**src/rtl/sop_pkg.sv**
```systemverilog
// -----------------------------------------------------------------------------
// sop_pkg
// Shared definitions for the SOP operand loader and its self-check MAC.
//   NPAIR / NOPS   : pairs per frame and operands per frame
//   SOP_W / SOP_QW : default operand and result widths
//   occ_t          : ping-pong bank occupancy states
//   xform_t        : per-pair operand transform used by the self-check MAC
//   XF_TABLE       : pair index -> transform, packed 3 bits per pair, pair 0 in LSBs
//   pair_xform()   : table lookup
//   xform()        : applies a transform to one operand, wrapping in SOP_W bits
// -----------------------------------------------------------------------------
package sop_pkg;

    localparam int NPAIR  = 8;
    localparam int NOPS   = 2 * NPAIR;
    localparam int IDXW   = $clog2(NPAIR);
    localparam int SOP_W  = 6;
    localparam int SOP_QW = 9;

    typedef enum logic [1:0] {
        OCC_EMPTY,
        OCC_ONE,
        OCC_FULL
    } occ_t;

    typedef enum logic [2:0] {
        XF_INV,
        XF_NEG,
        XF_ASR4,
        XF_SHL4,
        XF_PASS,
        XF_REP0
    } xform_t;

    localparam logic [3*NPAIR-1:0] XF_TABLE = {
        XF_NEG,   // pair 7
        XF_REP0,  // pair 6
        XF_INV,   // pair 5
        XF_PASS,  // pair 4
        XF_SHL4,  // pair 3
        XF_ASR4,  // pair 2
        XF_NEG,   // pair 1
        XF_INV    // pair 0
    };

    function automatic xform_t pair_xform(input logic [IDXW-1:0] idx);
        return xform_t'(XF_TABLE[3*idx +: 3]);
    endfunction

    function automatic logic signed [SOP_W-1:0] xform(
        input logic signed [SOP_W-1:0] x,
        input xform_t                  xf
    );
        logic signed [SOP_W-1:0] r;
        case (xf)
            XF_INV:  r = ~x;
            XF_NEG:  r = -x;
            XF_ASR4: r = x >>> 4;
            XF_SHL4: r = x <<< 4;
            XF_PASS: r = x;
            XF_REP0: r = {SOP_W{x[0]}};
            default: r = x;
        endcase
        return r;
    endfunction

endpackage

```
**src/rtl/sop_serial_mac.sv**
```systemverilog
// -----------------------------------------------------------------------------
// sop_serial_mac
// Serial multiply-accumulate for one ping-pong bank of the loader's self-check.
// Each enabled cycle both operands of the pair are transformed according to the
// pair index, sign-extended to QW, multiplied, and added to the accumulator
// modulo 2^QW. i_clear restarts the sum with the current product.
// Ports:
//   clk, rst_n : clock, asynchronous active-low reset
//   i_idx      : pair index within the frame (selects the transform)
//   i_x, i_y   : even / odd operand of the pair
//   i_clear    : first pair of a frame, drop the previous sum
//   i_en       : pair accepted into this bank
//   o_acc      : running sum of products (QW bits)
// -----------------------------------------------------------------------------
module sop_serial_mac
    import sop_pkg::*;
#(
    parameter int W  = SOP_W,
    parameter int QW = SOP_QW
) (
    input  logic                   clk,
    input  logic                   rst_n,
    input  logic [IDXW-1:0]        i_idx,
    input  logic signed [W-1:0]    i_x,
    input  logic signed [W-1:0]    i_y,
    input  logic                   i_clear,
    input  logic                   i_en,
    output logic [QW-1:0]          o_acc
);

    xform_t                 w_xf;
    logic signed [W-1:0]    w_tx;
    logic signed [W-1:0]    w_ty;
    logic signed [QW-1:0]   w_ex;
    logic signed [QW-1:0]   w_ey;
    logic signed [QW-1:0]   w_prod;
    logic [QW-1:0]          r_acc;

    assign w_xf = pair_xform(i_idx);
    assign w_tx = xform(i_x, w_xf);
    assign w_ty = xform(i_y, w_xf);

    assign w_ex   = {{(QW-W){w_tx[W-1]}}, w_tx};
    assign w_ey   = {{(QW-W){w_ty[W-1]}}, w_ty};
    // Only QW bits of the product matter because the sum is kept modulo 2^QW.
    assign w_prod = w_ex * w_ey;

    always_ff @(posedge clk or negedge rst_n) begin
        if (!rst_n) begin
            r_acc <= '0;
        end else if (i_en) begin
            r_acc <= (i_clear ? '0 : r_acc) + w_prod;
        end
    end

    assign o_acc = r_acc;

endmodule

```
**src/rtl/sop_operand_loader.sv**
```systemverilog
// -----------------------------------------------------------------------------
// sop_operand_loader
// Collects operand pairs (8 per frame) into a two-deep ping-pong bank and
// presents each complete 16-operand frame in parallel to the SOP stage with a
// valid/ready handshake. Define SOP_SELFCHECK_EN to build a serial MAC per bank
// that predicts q and compares it with q_in on each output handshake.
//
// Occupancy FSM
//   state     | meaning
//   OCC_EMPTY | no complete frame; assembling into bank[wr_ptr]
//   OCC_ONE   | one frame presented from bank[rd_ptr]; other bank assembling
//   OCC_FULL  | both banks hold complete frames; input stalled
//
// Ports:
//   clk, rst_n          : clock, asynchronous active-low reset
//   in_valid/in_ready   : pair stream handshake
//   in_sop              : this pair is pair 0 (restarts a partial frame)
//   in_data             : [W-1:0] even operand, [2W-1:W] odd operand
//   out_valid/out_ready : frame handshake
//   out_ops             : operand k at [k*W +: W]
//   frame_err           : one-cycle pulse, partial frame dropped
//   q_in                : SOP result for the presented frame (self-check only)
//   chk_fail            : one-cycle pulse on q_in mismatch (self-check only)
//   chk_err             : sticky mismatch flag (self-check only)
// -----------------------------------------------------------------------------
module sop_operand_loader
    import sop_pkg::*;
#(
    parameter int W  = SOP_W,
    parameter int QW = SOP_QW
) (
    input  logic                clk,
    input  logic                rst_n,
    input  logic                in_valid,
    output logic                in_ready,
    input  logic                in_sop,
    input  logic [2*W-1:0]      in_data,
    output logic                out_valid,
    input  logic                out_ready,
    output logic [NOPS*W-1:0]   out_ops,
    output logic                frame_err,
    input  logic [QW-1:0]       q_in,
    output logic                chk_fail,
    output logic                chk_err
);

    localparam int PW = 2 * W;
    localparam int BW = NOPS * W;

    occ_t               r_state;
    occ_t               w_state_next;
    logic [IDXW-1:0]    r_idx;
    logic [IDXW-1:0]    w_idx_eff;
    logic               r_wr_ptr;
    logic               r_rd_ptr;
    logic               r_frame_err;
    logic [BW-1:0]      r_bank [2];
    logic [BW-1:0]      w_bank_next;

    logic               w_accept;
    logic               w_restart;
    logic               w_push;
    logic               w_pop;

    assign w_accept  = in_valid & in_ready;
    assign w_restart = w_accept & in_sop & (r_idx != '0);
    // A restart pair is written as pair 0 of a fresh frame.
    assign w_idx_eff = w_restart ? '0 : r_idx;
    assign w_push    = w_accept & (w_idx_eff == IDXW'(NPAIR-1));
    assign w_pop     = out_valid & out_ready;

    // ---------------- occupancy FSM ----------------
    always_ff @(posedge clk or negedge rst_n) begin
        if (!rst_n) begin
            r_state <= OCC_EMPTY;
        end else begin
            r_state <= w_state_next;
        end
    end

    always_comb begin
        w_state_next = r_state;
        case (r_state)
            OCC_EMPTY: if (w_push) w_state_next = OCC_ONE;
            OCC_ONE: begin
                if (w_push && !w_pop)      w_state_next = OCC_FULL;
                else if (w_pop && !w_push) w_state_next = OCC_EMPTY;
            end
            OCC_FULL:  if (w_pop) w_state_next = OCC_ONE;
            default:   w_state_next = OCC_EMPTY;
        endcase
    end

    always_comb begin
        in_ready  = 1'b1;
        out_valid = 1'b0;
        case (r_state)
            OCC_EMPTY: begin in_ready = 1'b1; out_valid = 1'b0; end
            OCC_ONE:   begin in_ready = 1'b1; out_valid = 1'b1; end
            OCC_FULL:  begin in_ready = 1'b0; out_valid = 1'b1; end
            default:   begin in_ready = 1'b1; out_valid = 1'b0; end
        endcase
    end

    // ---------------- pair index and pointers ----------------
    always_ff @(posedge clk or negedge rst_n) begin
        if (!rst_n) begin
            r_idx       <= '0;
            r_wr_ptr    <= 1'b0;
            r_rd_ptr    <= 1'b0;
            r_frame_err <= 1'b0;
        end else begin
            r_frame_err <= w_restart;
            if (w_accept) begin
                r_idx <= w_push ? '0 : w_idx_eff + 1'b1;
            end
            if (w_push) begin
                r_wr_ptr <= ~r_wr_ptr;
            end
            if (w_pop) begin
                r_rd_ptr <= ~r_rd_ptr;
            end
        end
    end

    // ---------------- bank storage ----------------
    // A restart wipes the partial bank so no operand of the dropped frame can
    // survive into the new one.
    always_comb begin
        w_bank_next = w_restart ? '0 : r_bank[r_wr_ptr];
        w_bank_next[int'(w_idx_eff)*PW +: PW] = in_data;
    end

    always_ff @(posedge clk or negedge rst_n) begin
        if (!rst_n) begin
            r_bank[0] <= '0;
            r_bank[1] <= '0;
        end else begin
            for (int b = 0; b < 2; b++) begin
                if (w_accept && (r_wr_ptr == 1'(b))) begin
                    r_bank[b] <= w_bank_next;
                end
            end
        end
    end

    // The presented bank is never written while presented: in OCC_ONE the
    // write pointer targets the other bank, in OCC_FULL input is stalled.
    assign out_ops   = r_bank[r_rd_ptr];
    assign frame_err = r_frame_err;

    // ---------------- optional result self-check ----------------
`ifdef SOP_SELFCHECK_EN
    logic [QW-1:0]  w_acc [2];
    logic           w_mismatch;
    logic           r_chk_fail;
    logic           r_chk_err;

    for (genvar b = 0; b < 2; b++) begin : g_mac
        sop_serial_mac #(
            .W  (W),
            .QW (QW)
        ) u_mac (
            .clk     (clk),
            .rst_n   (rst_n),
            .i_idx   (w_idx_eff),
            .i_x     (in_data[W-1:0]),
            .i_y     (in_data[PW-1:W]),
            .i_clear (w_idx_eff == '0),
            .i_en    (w_accept && (r_wr_ptr == 1'(b))),
            .o_acc   (w_acc[b])
        );
    end

    assign w_mismatch = w_pop && (q_in != w_acc[r_rd_ptr]);

    always_ff @(posedge clk or negedge rst_n) begin
        if (!rst_n) begin
            r_chk_fail <= 1'b0;
            r_chk_err  <= 1'b0;
        end else begin
            r_chk_fail <= w_mismatch;
            if (w_mismatch) begin
                r_chk_err <= 1'b1;
            end
        end
    end

    assign chk_fail = r_chk_fail;
    assign chk_err  = r_chk_err;
`else
    logic w_unused_q;
    assign w_unused_q = ^q_in;
    assign chk_fail   = 1'b0;
    assign chk_err    = 1'b0;
`endif

endmodule

```
**config.mk**
```make
export PLATFORM = sky130hd
export DESIGN_NAME = sop_operand_loader
export DESIGN_NICKNAME = d
export VERILOG_FILES = /design/src/rtl/sop_pkg.sv /design/src/rtl/sop_serial_mac.sv /design/src/rtl/sop_operand_loader.sv
export SDC_FILE = /design/constraint.sdc
export NUM_CORES = 1
export LEC_CHECK = 0
export CAP_MARGIN = 20
export CORE_ASPECT_RATIO = 1.2
export CORE_UTILIZATION = 58
export CTS_CLUSTER_DIAMETER = 200
export CTS_CLUSTER_SIZE = 20
export DETAILED_ROUTE_END_ITERATION = 7
export DONT_BUFFER_PORTS = 1
export GPL_TIMING_DRIVEN = 0
export HOLD_SLACK_MARGIN = 0.06
export PLACE_DENSITY = 0.78
export SYNTH_ARGS = -nofsm -noshare
export SYNTH_HDL_FRONTEND = slang
export SYNTH_SLANG_ARGS = --single-unit
```
**constraint.sdc**
```tcl
create_clock -name clk -period 4.5 [get_ports clk]
set_input_delay 0.45 -clock clk [delete_from_list [all_inputs] [get_ports clk]]
set_output_delay 0.45 -clock clk [all_outputs]
set_load 0.03 [all_outputs]
```
==> PnR_summary.wiki <==
{| class="wikitable"
! Metric !! Value
|-
| Global route overflow || 0
|-
| Detailed Route WL || ~32 mm
|-
| Post-DRT Antenna Nets || 0
|-
| Relative slew margins || 0.327
|-
| Fin cells || 1251
|-
| Length of the first detailed-routing pass in iterations || 6
|-
| Io pins || 127
|-
| R2R Path End || r_bank[122]$_DFFE_PN0P_
|-
| Remaining DRCs || 0
|-
| CP Data Required Time || slightly below 5 ns
|-
| Highest Clock Rate || around 0.23 GHz
|-
| Count of routing violations after the opening detailed-route iteration || around 1100
|-
| Fraction of registers with async set/reset || 1.00
|-
| Logic pwr share || 0.532
|-
| Peak VDD IR || about 0.4 mV
|-
| Post-route clock skew || 0.00813 ns
|-
| Total number of clock tree sinks || 200
|-
| Measured slew at the worst slew-check pin || between 1 and 1.5 ns
|-
| Relative contribution of the clock network to total power || 0.174
|-
| Root Driver || clkbuf_16
|-
| DP Cell Count || 1210
|-
| Switch share || 0.476
|-
| Sequential share of the synthesized area || 0.468
|-
| Register-to-register setup slack || a little over 0.09 ns
|-
| Number of buffers added by the clock tree synthesis step || 17
|-
| Static leakage || 5.29 nW
|-
| Layout Nets || 1055
|-
| Total Routing Usage GR || 0.339
|-
| Starting density of the core || 0.591
|-
| Internal power || around 4.6 mW
|-
| Area of the core region || 18100 sq um
|-
| Area Growth Syn to Fin || 11.9%
|-
| H-Tree Level Count || 4
|-
| Finished Cell Area || roughly 12000 sq um
|-
| Avg Synthesized Cell Area || around 11 sq um
|-
| Height of the chip || about 150 um
|-
| Clock tree buffer depth || 2
|-
| Sequential power share || 0.294
|-
| Final core occ || 0.661
|-
| Clock tree from TritonCTS || built
|-
| Number of rows created at floorplan || between 50 and 60
|-
| First-pass GRT wire length || ~48 mm
|-
| Worst hold path class || input pin to async pin
|-
| Vias per cell || 6.81
|-
| Area after DPL || 11000 sq um
|-
| Count of buffers inserted at the top-level ports || 0
|-
| RSZ-0062 raised after global routing || yes
|-
| Synth Instances || 985
|-
| Critical-path maximum fanout || 11
|-
| Horizontal die dimension || around 130 um
|-
| Number of filler instances in the final layout || around 1400
|-
| Summed instance area of the synthesized netlist || around 11000 sq um
|-
| Register clock-pin slew on the reported worst setup and hold paths || about 0.07 ns
|-
| Result of the run || complete, but fails checks
|-
| Total count of hold-check failures in the final report || 200
|-
| R2R depth || 20
|-
| Critical path class || flop to flop
|-
| Startpoint type of the worst setup path || flop
|-
| Distinct cell type count of the synthesized netlist || 70
|-
| Post-Route Hold Slack || -0.297 ns
|-
| Share of final-layout standard cells stronger than drive strength 1 || 0.242
|-
| Final critical-path share of the clock period || 0.980
|-
| Number of warnings reported in the yosys synthesis log || 0
|-
| Half-perimeter wire length of the detailed placement result || around 22 mm
|-
| EDFF count, synth || 0
|-
| Number of global-route vias before repair || around 8400
|-
| Data arrival at the endpoint of the critical path || 4.74 ns
|-
| MaxCap Viol Count || 0
|-
| Clock period minus final worst setup slack || 4.41 ns
|-
| Initial antenna violation count || 0
|-
| Violations in the final reports || negative hold slack
|-
| Clock network latency to the later pin of the worst-skew pair || 0.45 ns
|-
| Count of final max-slew check failures || 0
|-
| Routability congestion estimate || 1.01
|-
| Final setup vio count || 0
|-
| Critical path capture point type || flop
|-
| Worst flop-to-flop path startpoint || r_state[0]$_DFFE_PN0P_
|-
| Total number of vias || ~8500
|-
| Largest net degree at the start of global routing || 201
|-
| Overall die area || around 19000 sq um
|-
| Register bit total from synthesis || 200
|-
| PwrDens || 729 nW/um^2
|-
| Routed wire per std cell || 25.2 um
|-
| Total power of the final layout || just under 9 mW
|-
| Most frequently used flop master after synthesis || dfrtp_1
|-
| Switching power summed over all nets || ~4.1 mW
|-
| Antenna diodes || 0
|}
through the flow:
stage	setup TNS (ns)	worst slack, ns
global placement	-115.70	-0.928
global route	-0.0209	-0.00989
detailed placement	-122.75	-0.941
floorplan	0	0.0358
finish	0	0.0922
CTS	0	0.00122
synthesized netlist by cell type (all sizes together), types with 3 or more instances:
cell type,n,area share
dfrtp,200,0.47
nor2b,6,0.0035
o21ai,73,0.036
a2111oi,3,0.0042
or2,5,0.0029
xnor2,4,0.0050
or3,3,0.0018
ha,14,0.016
a32o,15,0.014
clkbuf,36,0.013
mux2i,43,0.040
a22oi,9,0.0076
mux2,101,0.11
a21oi,17,0.0097
a32oi,11,0.0090
a22o,84,0.069
o31ai,4,0.0042
nand3b,3,0.0033
nand3,62,0.031
a222oi,4,0.0037
nor3,23,0.015
o2bb2ai,19,0.016
inv,20,0.0070
buf,20,0.012
and4,3,0.0025
o211ai,3,0.0034
nand2b,15,0.0088
nand2,98,0.035
or4,3,0.0025
nor2,46,0.017
a31oi,11,0.0092
sequential cells by signal, summed over array words and instances (netlist names):
register / count
frame_err: 1
r_bank: 192
r_idx: 3
r_rd_ptr: 1
r_state: 2
r_wr_ptr: 1
how the worst max path moves through the flow:
stage,startpoint,to,slack (ns),depth (start not counted)
finish,r_state[0]$_DFFE_PN0P_,r_bank[122]$_DFFE_PN0P_,0.09,20
global route,r_state[0]$_DFFE_PN0P_,r_bank[122]$_DFFE_PN0P_,-0.01,20
CTS,r_state[0]$_DFFE_PN0P_,r_bank[187]$_DFFE_PN0P_,0.001,20
detailed placement,r_state[0]$_DFFE_PN0P_,r_bank[106]$_DFFE_PN0P_,-0.94,18
global placement,r_state[0]$_DFFE_PN0P_,r_bank[105]$_DFFE_PN0P_,-0.93,18
floorplan,r_state[0]$_DFFE_PN0P_,r_bank[168]$_DFFE_PN0P_,0.04,21
worst max-delay path, cell delays in order (launching register included):
cell and delay (ns):
dfrtp_1 0.42, inv_2 0.11, ha_4 0.18, nand3b_4 0.17, buf_12 0.16, nand2_2 0.10
inv_2 0.13, buf_8 0.15, ha_2 0.21, inv_1 0.06, fa_2 0.38, nand4b_1 0.19
o211a_1 0.21, buf_8 0.17, nor2_4 0.06, ha_4 0.17, a21oi_1 0.29, o21ai_0 0.25
o21ai_2 0.30, a41oi_1 0.27, a22o_1 0.30
layout by cell type (no fill, tap or decap), types with 12 or more instances in the layout:
cell       netlist  final
inv_1           20     16
nand2_1         96     93
clkbuf_1        36     33
o2bb2ai_1       19     18
dfrtp_1        200    200
nand3_1         58     51
nor3_1          16     13
mux2_2         101    101
clkbuf_16        0     17
a22o_1          84     84
o21ai_0         63     59
a32o_1          15     12
nor2_1          43     42
mux2i_1         43     43
nand2b_1        15     14
power by group through the flow:
stage	Combinational [mW]	Sequential [mW]	Clock, mW
3_3_place_gp	4.06	2.56	0
5_1_grt	4.85	2.62	1.59
4_1_cts	4.46	2.56	1.52
3_5_place_dp	4.10	2.58	0
6_report	4.64	2.57	1.52
2_1_floorplan	3.18	2.50	0
metal layers:
metal	GRT usage	wire length, um
met2	0.551	15100
met4	0.172	1450
met5	0	0
met3	0.0824	2570
met1	0.422	12500
logic make-up after synthesis:
| family | after synthesis | synth area share |
|---|---|---|
| AO/OA/AOI/OAI | 268 | 0.199 |
| buffers and inverters | 76 | 0.0317 |
| adder cells (fa/ha/maj) | 15 | 0.0183 |
| AND/OR/NAND/NOR | 277 | 0.131 |
| multiplexers | 144 | 0.147 |
| flip-flops | 200 | 0.468 |
| XOR/XNOR | 4 | 0.00503 |
| other | 1 | 0.000351 |
repair_timing:
item,CTS,global route
cloned,0,0
resized for setup,67,15
pin swaps,12,4
setup buffers,8,1
setup endpoints to repair,192,192
endpoints found under the hold margin,200,200
cell type report:
type | instances | area, sq um | area share
buffer | 55 | 309 | 0.0258
clock buffer | 20 | 457 | 0.0381
clock inverter | 12 | 114 | 0.00951
inverter | 20 | 80.1 | 0.00669
multi-input combinational | 710 | 5640 | 0.471
sequential | 200 | 5000 | 0.418
tap | 224 | 280 | 0.0234
timing repair buffer | 10 | 91.3 | 0.00763
Power figures use the tool's default switching activity.
